$ cat src/rtl/u_type_encoder.sv
// U-type instruction encoder: packs {imm, rd, opcode} into a 32-bit word,
// rejects non-LUI/AUIPC opcodes, and buffers results in a 2-entry FIFO.
module u_type_encoder (
  input  logic        clk,
  input  logic        rst,
  input  logic        flush,
  input  logic        in_valid,
  output logic        in_ready,
  input  logic [6:0]  in_opcode,
  input  logic [4:0]  in_rd,
  input  logic [19:0] in_imm,
  output logic        out_valid,
  input  logic        out_ready,
  output logic [31:0] out_instr,
  output logic        err_valid,
  output logic [6:0]  err_opcode,
  output logic [15:0] enc_count,
  output logic [7:0]  err_count
);

  localparam int DATA_W = 32;
  localparam logic [6:0] OP_LUI   = 7'b0110111;
  localparam logic [6:0] OP_AUIPC = 7'b0010111;

  // Error counter sticks at its maximum instead of wrapping.
  function automatic logic [7:0] sat_inc8(input logic [7:0] v);
    return (v == 8'hFF) ? v : v + 8'd1;
  endfunction

  logic [DATA_W-1:0] mem [2];
  logic              wr_ptr;
  logic              rd_ptr;
  logic [1:0]        count;

  logic              legal;
  logic              accept;
  logic              push;
  logic              reject;
  logic              pop;
  logic [DATA_W-1:0] enc_word;
  logic              rd_ptr_nx;
  logic [1:0]        count_nx;
  logic [DATA_W-1:0] head_nx;

  // Handshake decode and next-head selection from registered queue state.
  always_comb begin
    in_ready  = !rst && !flush && (count < 2'd2);
    out_valid = (count != 2'd0);
    legal     = (in_opcode == OP_LUI) || (in_opcode == OP_AUIPC);
    accept    = in_valid && in_ready;
    push      = accept && legal;
    reject    = accept && !legal;
    pop       = out_valid && out_ready;
    enc_word  = {in_imm, in_rd, in_opcode};
    rd_ptr_nx = pop ? ~rd_ptr : rd_ptr;
    case ({push, pop})
      2'b10:   count_nx = count + 2'd1;
      2'b01:   count_nx = count - 2'd1;
      default: count_nx = count;
    endcase
    // The new head is either an already stored entry or, when the write
    // slot becomes the head this edge, the word being pushed right now.
    head_nx = out_instr;
    if (count_nx != 2'd0) begin
      if (push && (wr_ptr == rd_ptr_nx)) head_nx = enc_word;
      else                               head_nx = mem[rd_ptr_nx];
    end
  end

  // Queue storage; data only, no reset needed.
  always_ff @(posedge clk) begin
    if (push) mem[wr_ptr] <= enc_word;
  end

  // Queue control, registered head, and error/statistics state.
  always_ff @(posedge clk) begin
    if (rst) begin
      wr_ptr     <= 1'b0;
      rd_ptr     <= 1'b0;
      count      <= 2'd0;
      out_instr  <= '0;
      err_valid  <= 1'b0;
      err_opcode <= '0;
      enc_count  <= '0;
      err_count  <= '0;
    end else begin
      err_valid <= reject;
      if (reject) begin
        err_opcode <= in_opcode;
        err_count  <= sat_inc8(err_count);
      end
      if (push) enc_count <= enc_count + 16'd1;
      if (flush) begin
        wr_ptr <= 1'b0;
        rd_ptr <= 1'b0;
        count  <= 2'd0;
      end else begin
        if (push) wr_ptr <= ~wr_ptr;
        rd_ptr    <= rd_ptr_nx;
        count     <= count_nx;
        out_instr <= head_nx;
      end
    end
  end

endmodule

$ cat config.mk
export PLATFORM = sky130hd
export DESIGN_NAME = u_type_encoder
export DESIGN_NICKNAME = d
export VERILOG_FILES = /design/src/rtl/u_type_encoder.sv
export SDC_FILE = /design/constraint.sdc
export NUM_CORES = 1
export LEC_CHECK = 0
export CAP_MARGIN = 10
export CORE_ASPECT_RATIO = 0.6
export CORE_MARGIN = 1
export CORE_UTILIZATION = 45
export DETAILED_ROUTE_END_ITERATION = 8
export PLACE_DENSITY = 0.7
export SLEW_MARGIN = 20
export SYNTH_ARGS = -nofsm -noshare
export SYNTH_HDL_FRONTEND = slang
export SYNTH_SLANG_ARGS = --single-unit
$ cat constraint.sdc
create_clock -name clk -period 4.4 [get_ports clk]
set_input_delay 0.88 -clock clk [delete_from_list [all_inputs] [get_ports clk]]
set_output_delay 0.88 -clock clk [all_outputs]
set_load 0.01 [all_outputs]
Yosys cells after proc, flatten, opt, wreduce, memory -nomap -nowiden
Memory sizes are Yosys's and may differ from the RTL's. A register that Yosys moved wholly into a read port is not among the register bits. Index checks and enable logic that the tools add are counted.

Bits in registers: 36. Latch bits: 0. RAM bits: 64. Memory bits (read-only): 0. Input port bits: 37. Word-level logic and storage cells: 41. Memories kept: 1.

Add/sub/neg operators: 4. Multiply operators: 0. Div/mod/pow operators: 0. Magnitude comparators: 1. Equal/unequal tests: 5. Shifts and indexed selects: 0. Mux-type cells: 4. Bitwise logic cells: 4. Reductions and logical operators: 15.

Memories: mem (words 2, bits a word 32, read ports 1, clocked after Yosys merged registers in 1, write ports 1, line 30) `logic [DATA_W-1:0] mem [2];`.

Operator list (count): 16-bit by 1-bit adder with 16-bit output, second input constant (1); 8-bit by 1-bit adder with 8-bit output, second input constant (1); 8-bit == test, second input constant (1); 7-bit by 5-bit == test with 1-bit output, second input constant (1); 7-bit by 6-bit == test with 1-bit output, second input constant (1); 1-bit logical AND (6); 1-bit NOT (4); 2-bit case mux with 2 select lines (1); 2-bit AND reduction (2); 2-bit nonzero test (2); 1-bit zero test (3); 1-bit two-way mux (3); 2-bit by 1-bit adder with 2-bit output, second input constant (1); 2-bit by 1-bit == test with 1-bit output, second input constant (1); 2-bit == test, second input constant (1); 2-bit < comparator, second input constant (1); 2-bit OR reduction (1); 2-bit by 1-bit subtractor with 2-bit output, second input constant (1); 1-bit logical OR (1).

Depth between registers and ports, before layout
Gate-level depths: netlist of the first run.

Depth after elaboration: 9. Gate-level depth with buffers: 13.

Worst setup path before layout of the first run
Ideal clock, no wire load.

Path kind: input-to-reg. Start: in rst. End: mem mem[0][0] (enable). Library setup time: 422 ps. Arrival: 3445 ps. Required time: 3978 ps. Slack: 533 ps. Stages on the path: 6. Path buffers: 2. Path through: or4b_4 -> nor3_4 -> inv_2 -> buf_6 -> buf_8 -> nor2_1.

Longest elaborated chain between the ends: 7.

RTL lines: start, declared (line 5) `input logic rst,`; 1-bit zero test (line 47) `in_ready = !rst && !flush && (count < 2'd2);`; 1-bit logical AND (2 in a row) (line 47); 1-bit logical AND (line 50) `accept = in_valid && in_ready;`; 1-bit logical AND (line 51) `push = accept && legal;`; 1-bit two-way mux (line 72) `if (push) mem[wr_ptr] <= enc_word;`; 1-bit two-way mux (implied by the code) (line 72); end, declared (line 30).

Every way passes these cells.

Worst setup path after layout of the first run
Start: in rst. End: out in_ready.

Longest elaborated chain between the ends: 3.

RTL lines: 1-bit zero test (line 47); 1-bit logical AND (2 in a row) (line 47); end, declared (line 8) `output logic in_ready,`.

Every way passes these cells.

==> impl_metrics.sql, run 1 <==
INSERT INTO impl_metrics (metric_group, metric, value, unit) VALUES
('detailed_routing', 'vias_per_cell', '5.19', ''),
('worst_setup_path', 'launch_point_of_the_critical_path', 'rst', ''),
('logic_synthesis', 'postSynthNetCount', '471', ''),
('logic_synthesis', 'dominantRegCellSynth', 'sky130_fd_sc_hd__dfxtp_1', ''),
('power_and_ir_drop', 'power.density_cell_area', '385', 'mW/mm^2'),
('logic_synthesis', 'syn_avg_cell_area', '12.1', 'sq um'),
('placement', 'dpl_cell_area', '0.00643', 'sq mm'),
('sta', 'timing.fmax', '285', 'MHz'),
('worst_setup_path', 'required', '3520', 'ps'),
('clock_network', 'total_number_of_h_tree_levels', '4', ''),
('run', 'maxCapViolations', '0', ''),
('power_and_ir_drop', 'internal-power', '2.16', 'mW'),
('finish', 'antennaDiodeCount', '0', ''),
('sta', 'timing.final.max_slew_violations', '0', ''),
('power_and_ir_drop', 'power.switching_fraction', '19.7', '%'),
('worst_setup_path', 'worst-path-max-fanout', '38', ''),
('finish', 'mostFrequentLayoutCells', 'sky130_fd_sc_hd__clkdlybuf4s50_1 (102), sky130_fd_sc_hd__dfxtp_1 (68), sky130_fd_sc_hd__edfxtp_1 (64), sky130_fd_sc_hd__nand2_1 (46), sky130_fd_sc_hd__nor2_1 (38)', ''),
('worst_setup_path', 'worst_r2r_path_depth', '11', ''),
('finish', 'filler_cell_count', '860', ''),
('sta', 'rsz0062_at_grt', 'no', ''),
('logic_synthesis', 'number_of_synthesized_register_bits', '132', ''),
('logic_synthesis', 'synth.distinct_cells', '38', ''),
('worst_setup_path', 'critical_path.endpoint_type', 'output port', ''),
('power_and_ir_drop', 'pwr-share-clk', '48.8', '%'),
('floorplanning', 'standard_cell_core_area', '0.0113', 'sq mm'),
('finish', 'numnets_final', '579', ''),
('detailed_routing', 'postRouteWirelength', '11700', 'microns'),
('floorplanning', 'fp.dieArea', '0.0121', 'sq mm'),
('logic_synthesis', 'yosys.area.top_type', 'sky130_fd_sc_hd__edfxtp_1', ''),
('worst_setup_path', 'critical_path_class', 'in -> out', ''),
('power_and_ir_drop', 'p_seq_share', '48.1', '%'),
('outcome', 'run_status', 'complete, no violations', ''),
('logic_synthesis', 'synth.cell_area', '0.00523', 'sq mm'),
('finish', 'layout_overhead_on_the_synthesized_area', '34.0', '%'),
('logic_synthesis', 'asyncSetResetFlopFracSynth', '0', '%'),
('sta', 'postLayoutSetupSlackWorst', '889', 'ps'),
('detailed_routing', 'antenna_violating_nets_left', '0', ''),
('logic_synthesis', 'synthCells', '431', ''),
('clock_network', 'clk_latency', '410', 'ps'),
('hold_path', 'path_type_of_the_worst_min_delay_path', 'reg -> reg', ''),
('logic_synthesis', 'synth_top_area_share', '36.8', '%'),
('placement', 'place.detailed.hpwl', '7600', 'microns'),
('hold_path', 'worst_hold_startpoint', 'err_opcode[3]', ''),
('global_route', 'grt_first_pass_wirelength', '18700', 'microns'),
('placement', 'io_buffers', '102', ''),
('detailed_routing', 'drt-initial-drc-count', '196', ''),
('finish', 'drive_gt1_share', '11.1', '%'),
('global_route', 'grt_use_total', '20.7', '%'),
('sta', 'clock-skew-final', '7.63', 'ps'),
('sta', 'relSlewSlack', '44.6', '%'),
('floorplanning', 'die_w', '141', 'microns'),
('finish', 'postLayoutCellArea', '0.00701', 'sq mm'),
('clock_network', 'clock_tree.root_cell', 'sky130_fd_sc_hd__clkbuf_16', ''),
('floorplanning', 'placementRows', '30', ''),
('clock_network', 'cts.sink_count', '132', ''),
('logic_synthesis', 'yosysWarnings', '0', ''),
('detailed_routing', 'route.detailed.drc', '0', ''),
('global_route', 'grt_start_max_net_pins', '39', ''),
('global_route', 'globalRouteOverflowTotal', '0', ''),
('finish', 'layout.cells.most_common', 'sky130_fd_sc_hd__clkdlybuf4s50_1', ''),
('worst_setup_path', 'timing.rr.start', 'count[1]', ''),
('power_and_ir_drop', 'leakage', '2.57', 'nW'),
('clock_network', 'tritoncts.num_buffers', '17', ''),
('logic_synthesis', 'yosys-top-cells-area', 'sky130_fd_sc_hd__edfxtp_1 (37%), sky130_fd_sc_hd__dfxtp_1 (26%), sky130_fd_sc_hd__mux2i_1 (6.1%)', ''),
('clock_network', 'clockBufferDepth', '2', ''),
('global_route', 'antenna_found_initial', '0', ''),
('sta', 'report.final.setup_viol', '0', ''),
('clock_network', 'cts-hold-fix-buffers', '0', ''),
('floorplanning', 'die_y', '85.5', 'microns'),
('clock_network', 'worst_setup_hold_path_clk_slew', '50', 'ps'),
('floorplanning', 'initial_core_util', '46.3', '%');
layout make-up:
type	instances	area, sq um	area share [%]
clock inverters	10	78.8	1.13
flip-flops and latches	132	3280	46.9
clock buffers	22	484	6.91
well taps	160	200	2.86
inverters	5	18.8	0.268
repair buffers	113	1100	15.8
multi-input cells	270	1840	26.2
Yosys cell counts (all sizes together), types with 2 or more instances:
cell / n
a21oi: 8
a311oi: 4
a32o: 26
and4: 2
buf: 10
clkbuf: 14
dfxtp: 68
edfxtp: 64
ha: 3
inv: 5
mux2i: 32
nand2: 46
nand2b: 3
nand3: 8
nand4: 3
nor2: 41
nor3: 11
nor4: 9
nor4b: 2
o21ai: 4
o2bb2ai: 2
or2: 3
or3: 28
xnor2: 26
xor2: 2
worst paths after layout:
check                  endpoint  slack (ps)
hold reg to reg   err_opcode[3]         460
setup reg to reg   out_instr[9]        1590
setup / recovery       in_ready         890
hold / removal    err_opcode[3]         460
through the flow:
step                hold slack, ps  power, mW  std cells  utilization (%)
floorplan                      481       1.34        431                -
global placement               452       1.40        680             56.9
detailed placement             456       1.40        680             56.9
CTS                            463       2.72        712             61.9
global route                   489       2.78        712             62.0
finish                         462       2.69        712             62.0
metal layers:
| layer | wire length (microns) | vias to the layer above | global-route usage, % |
|---|---|---|---|
| met1 | 5600 | 1782 | 29.0 |
| met4 | 46 | 0 | 7.11 |
| met5 | 0 | - | 0 |
| met3 | 704 | 4 | 5.70 |
| li1 | - | 1808 | - |
| met2 | 5390 | 101 | 31.0 |
critical path: stages:
cell and delay [ps]:
sky130_fd_sc_hd__clkdlybuf4s50_1 420, sky130_fd_sc_hd__buf_4 260, sky130_fd_sc_hd__or2_2 420, sky130_fd_sc_hd__nor2_1 110, sky130_fd_sc_hd__clkdlybuf4s50_1 540
power groups by stage:
stage / combinational, mW / sequential [mW] / clock, mW
finish: 0.0838 / 1.29 / 1.32
global route: 0.0914 / 1.29 / 1.40
CTS: 0.0847 / 1.29 / 1.34
detailed placement: 0.0839 / 1.32 / 0
global placement: 0.0828 / 1.32 / 0
floorplan: 0.0217 / 1.32 / 0
flip-flops by register name (all words and copies together), names as in the netlist:
register,count
err_count,8
mem,64
count,2
out_instr,32
rd_ptr,1
wr_ptr,1
enc_count,16
err_opcode,7
err_valid,1
cell families (layout without fill, tap and decap cells):
kind of cell | Yosys count | in the layout | share of synthesized area [%]
compound gates | 46 | 46 | 7.40
xor+xnor | 28 | 28 | 4.69
fa+ha+maj | 3 | 3 | 0.718
buf+inv | 29 | 150 | 2.80
flops | 132 | 132 | 62.8
mux | 32 | 32 | 6.13
simple gates | 161 | 161 | 15.5
No activity file was read; power rests on OpenSTA's default activity.
==> inputs of run 2 (changes only) <==
Settings changed: PLACE_DENSITY 0.7 to 0.73.
Clock period 4.4 ns to 3.1 ns, I/O delays scaled along.
==> impl_metrics.sql, run 2 (synthesized netlist as in run 1, its figures left out) <==
INSERT INTO impl_metrics (metric_group, metric, value, unit) VALUES
('sta', 'clock-skew-final', '6.17', 'ps'),
('sta', 'final_min_period_over_clock_period', '94.1', '%'),
('clock_network', 'clk_latency', '400', 'ps'),
('power_and_ir_drop', 'design_power_total', '4.08', 'mW'),
('global_route', 'via_count_of_the_first_global_routing_pass', '3722', ''),
('finish', 'registers.top_by_ff_count', 'mem', ''),
('sta', 'setup-tns-final', '0', 'ps'),
('clock_network', 'cts.sink_count', '132', ''),
('detailed_routing', 'vias_per_cell', '5.23', ''),
('detailed_routing', 'first_pass_iters', '4', ''),
('global_route', 'grt_first_pass_wirelength', '19900', 'microns'),
('clock_network', 'clockBufferDepth', '2', ''),
('detailed_routing', 'wire_per_inst', '17.0', 'microns'),
('power_and_ir_drop', 'ir_worst_vdd', '0.476', 'mV'),
('floorplanning', 'die_w', '141', 'microns'),
('worst_setup_path', 'timing.rr.start', 'count[1]', ''),
('worst_setup_path', 'required', '2480', 'ps'),
('sta', 'report.final.setup_viol', '0', ''),
('clock_network', 'tritoncts', 'built', ''),
('worst_setup_path', 'worst_r2r_path_depth', '9', ''),
('sta', 'rsz0062_at_grt', 'no', ''),
('worst_setup_path', 'launch_point_of_the_critical_path', 'rst', ''),
('placement', 'place.detailed.hpwl', '8640', 'microns'),
('placement', 'numPlacedInstances', '695', ''),
('clock_network', 'total_number_of_h_tree_levels', '4', ''),
('sta', 'timing.final.crit_period', '2920', 'ps'),
('placement', 'place_congestion', '0.795', ''),
('floorplanning', 'standard_cell_core_area', '0.0113', 'sq mm'),
('worst_setup_path', 'worst-path-max-fanout', '38', ''),
('power_and_ir_drop', 'power.density_cell_area', '564', 'mW/mm^2'),
('worst_setup_path', 'end_of_the_worst_register_to_register_path', 'out_instr[0]', ''),
('run', 'maxCapViolations', '0', ''),
('finish', 'mostFrequentLayoutCells', 'sky130_fd_sc_hd__clkdlybuf4s50_1 (102), sky130_fd_sc_hd__dfxtp_1 (68), sky130_fd_sc_hd__edfxtp_1 (64), sky130_fd_sc_hd__nand2_1 (46), sky130_fd_sc_hd__nor2_1 (37)', ''),
('detailed_routing', 'via_count', '3803', ''),
('global_route', 'grt_use_total', '21.8', '%'),
('finish', 'filler_cell_count', '841', ''),
('clock_network', 'worst_setup_hold_path_clk_slew', '60', 'ps'),
('worst_setup_path', 'start_kind', 'primary input', ''),
('clock_network', 'tritoncts.num_buffers', '17', ''),
('worst_setup_path', 'critical_path_class', 'in -> out', ''),
('detailed_routing', 'antenna_violating_nets_left', '0', ''),
('detailed_routing', 'route.detailed.drc', '0', ''),
('outcome', 'run_status', 'complete, no violations', ''),
('global_route', 'antenna_found_initial', '0', ''),
('finish', 'instances_no_fill', '727', ''),
('clock_network', 'cts_resized', '0', ''),
('sta', 'timing.final.max_slew_violations', '0', ''),
('placement', 'io_buffers', '102', ''),
('sta', 'max_slew.worst_pin.slew', '1030', 'ps'),
('worst_setup_path', 'arrival', '2300', 'ps'),
('finish', 'numnets_final', '594', ''),
('global_route', 'globalRouteOverflowTotal', '0', ''),
('clock_network', 'cts-hold-fix-buffers', '0', ''),
('finish', 'antennaDiodeCount', '0', ''),
('floorplanning', 'initial_core_util', '46.3', '%'),
('sta', 'final-hold-violation-count', '0', ''),
('finish', 'largest_register_ff_count', '64', ''),
('finish', 'drive_gt1_share', '12.9', '%'),
('finish', 'layout_overhead_on_the_synthesized_area', '38.4', '%'),
('finish', 'largestRegisters', 'mem (64), out_instr (32), enc_count (16)', ''),
('finish', 'layout.cells.most_common', 'sky130_fd_sc_hd__clkdlybuf4s50_1', ''),
('global_route', 'grt_start_max_net_pins', '39', ''),
('clock_network', 'post_cts_buffers', '0', ''),
('floorplanning', 'fp.dieArea', '0.0121', 'sq mm'),
('floorplanning', 'placementRows', '30', ''),
('worst_setup_path', 'critical_path.endpoint_type', 'output port', ''),
('sta', 'relSlewSlack', '31.1', '%'),
('sta', 'timing.fmax', '343', 'MHz'),
('worst_setup_path', 'crit_end', 'in_ready', ''),
('clock_network', 'clock_tree.root_cell', 'sky130_fd_sc_hd__clkbuf_16', ''),
('power_and_ir_drop', 'leakage', '2.67', 'nW'),
('hold_path', 'path_type_of_the_worst_min_delay_path', 'reg -> reg', ''),
('detailed_routing', 'drt-initial-drc-count', '237', ''),
('floorplanning', 'pin_count', '103', ''),
('worst_setup_path', 'reg2reg_slack', '620', 'ps'),
('detailed_routing', 'postRouteWirelength', '12400', 'microns'),
('floorplanning', 'die_y', '85.5', 'microns');
run 2: changes by cell type in the layout (fill, tap and decap cells not counted), moves of 4 or more:
cell | previous run | this run
sky130_fd_sc_hd__clkinv_2 | 7 | 3
sky130_fd_sc_hd__buf_4 | 11 | 22
sky130_fd_sc_hd__clkbuf_8 | 4 | 0
sky130_fd_sc_hd__bufinv_16 | 1 | 5
sky130_fd_sc_hd__clkinv_1 | 0 | 4
sky130_fd_sc_hd__buf_12 | 0 | 4
run 2: worst min path at each step:
stage | end | startpoint | cells after the start | slack [ps]
2_1_floorplan | err_opcode[0] | err_opcode[0] | 2 | 480
3_3_place_gp | err_opcode[3] | err_opcode[3] | 2 | 450
3_5_place_dp | err_opcode[0] | err_opcode[0] | 2 | 450
4_1_cts | err_opcode[5] | err_opcode[5] | 2 | 470
5_1_grt | out_instr[9] | out_instr[9] | 1 | 470
6_report | out_instr[9] | out_instr[9] | 1 | 460
run 2: routing by layer:
layer	wire length, microns	global-route usage (%)	vias to the layer above	share of wire, %
met2	5600	33.0	110	45
li1	-	-	1841	-
met4	123	6.03	0	0.99
met1	5900	31.4	1839	48
met5	0	0	-	0
met3	778	5.25	13	6.3
run 2: power breakdown:
group	internal, mW	switching, mW	total [mW]
combinational	0.0689	0.0591	0.128
sequential	1.83	0.00447	1.84
clock	1.41	0.704	2.11
total	3.31	0.768	4.08
run 2: critical path: stages:
cell                              delay, ps
sky130_fd_sc_hd__clkdlybuf4s50_1        420
sky130_fd_sc_hd__buf_4                  260
sky130_fd_sc_hd__or2_2                  350
sky130_fd_sc_hd__nor2_1                 100
sky130_fd_sc_hd__clkdlybuf4s50_1        550
run 2: layout make-up:
cell class / count / area, sq um / area share (%)
Multi-Input combinational cell: 270 / 1850 / 25.5
Clock inverter: 13 / 188 / 2.59
Timing Repair Buffer: 128 / 1270 / 17.5
Sequential cell: 132 / 3280 / 45.4
Clock buffer: 19 / 433 / 5.98
Tap cell: 160 / 200 / 2.77
Inverter: 5 / 18.8 / 0.259
run 2: per-stage QoR:
stage / worst slack (ps) / hold WS (ps) / utilization (%) / area (sq um)
after global routing: 49.0 / 475 / 64.0 / 7230
after floorplan: 15.5 / 481 / - / 5260
after detailed placement: -107 / 450 / 58.5 / 6610
after global placement: -20.0 / 448 / 58.5 / 6610
final: 182 / 464 / 64.0 / 7230
after CTS: 167 / 467 / 64.0 / 7230
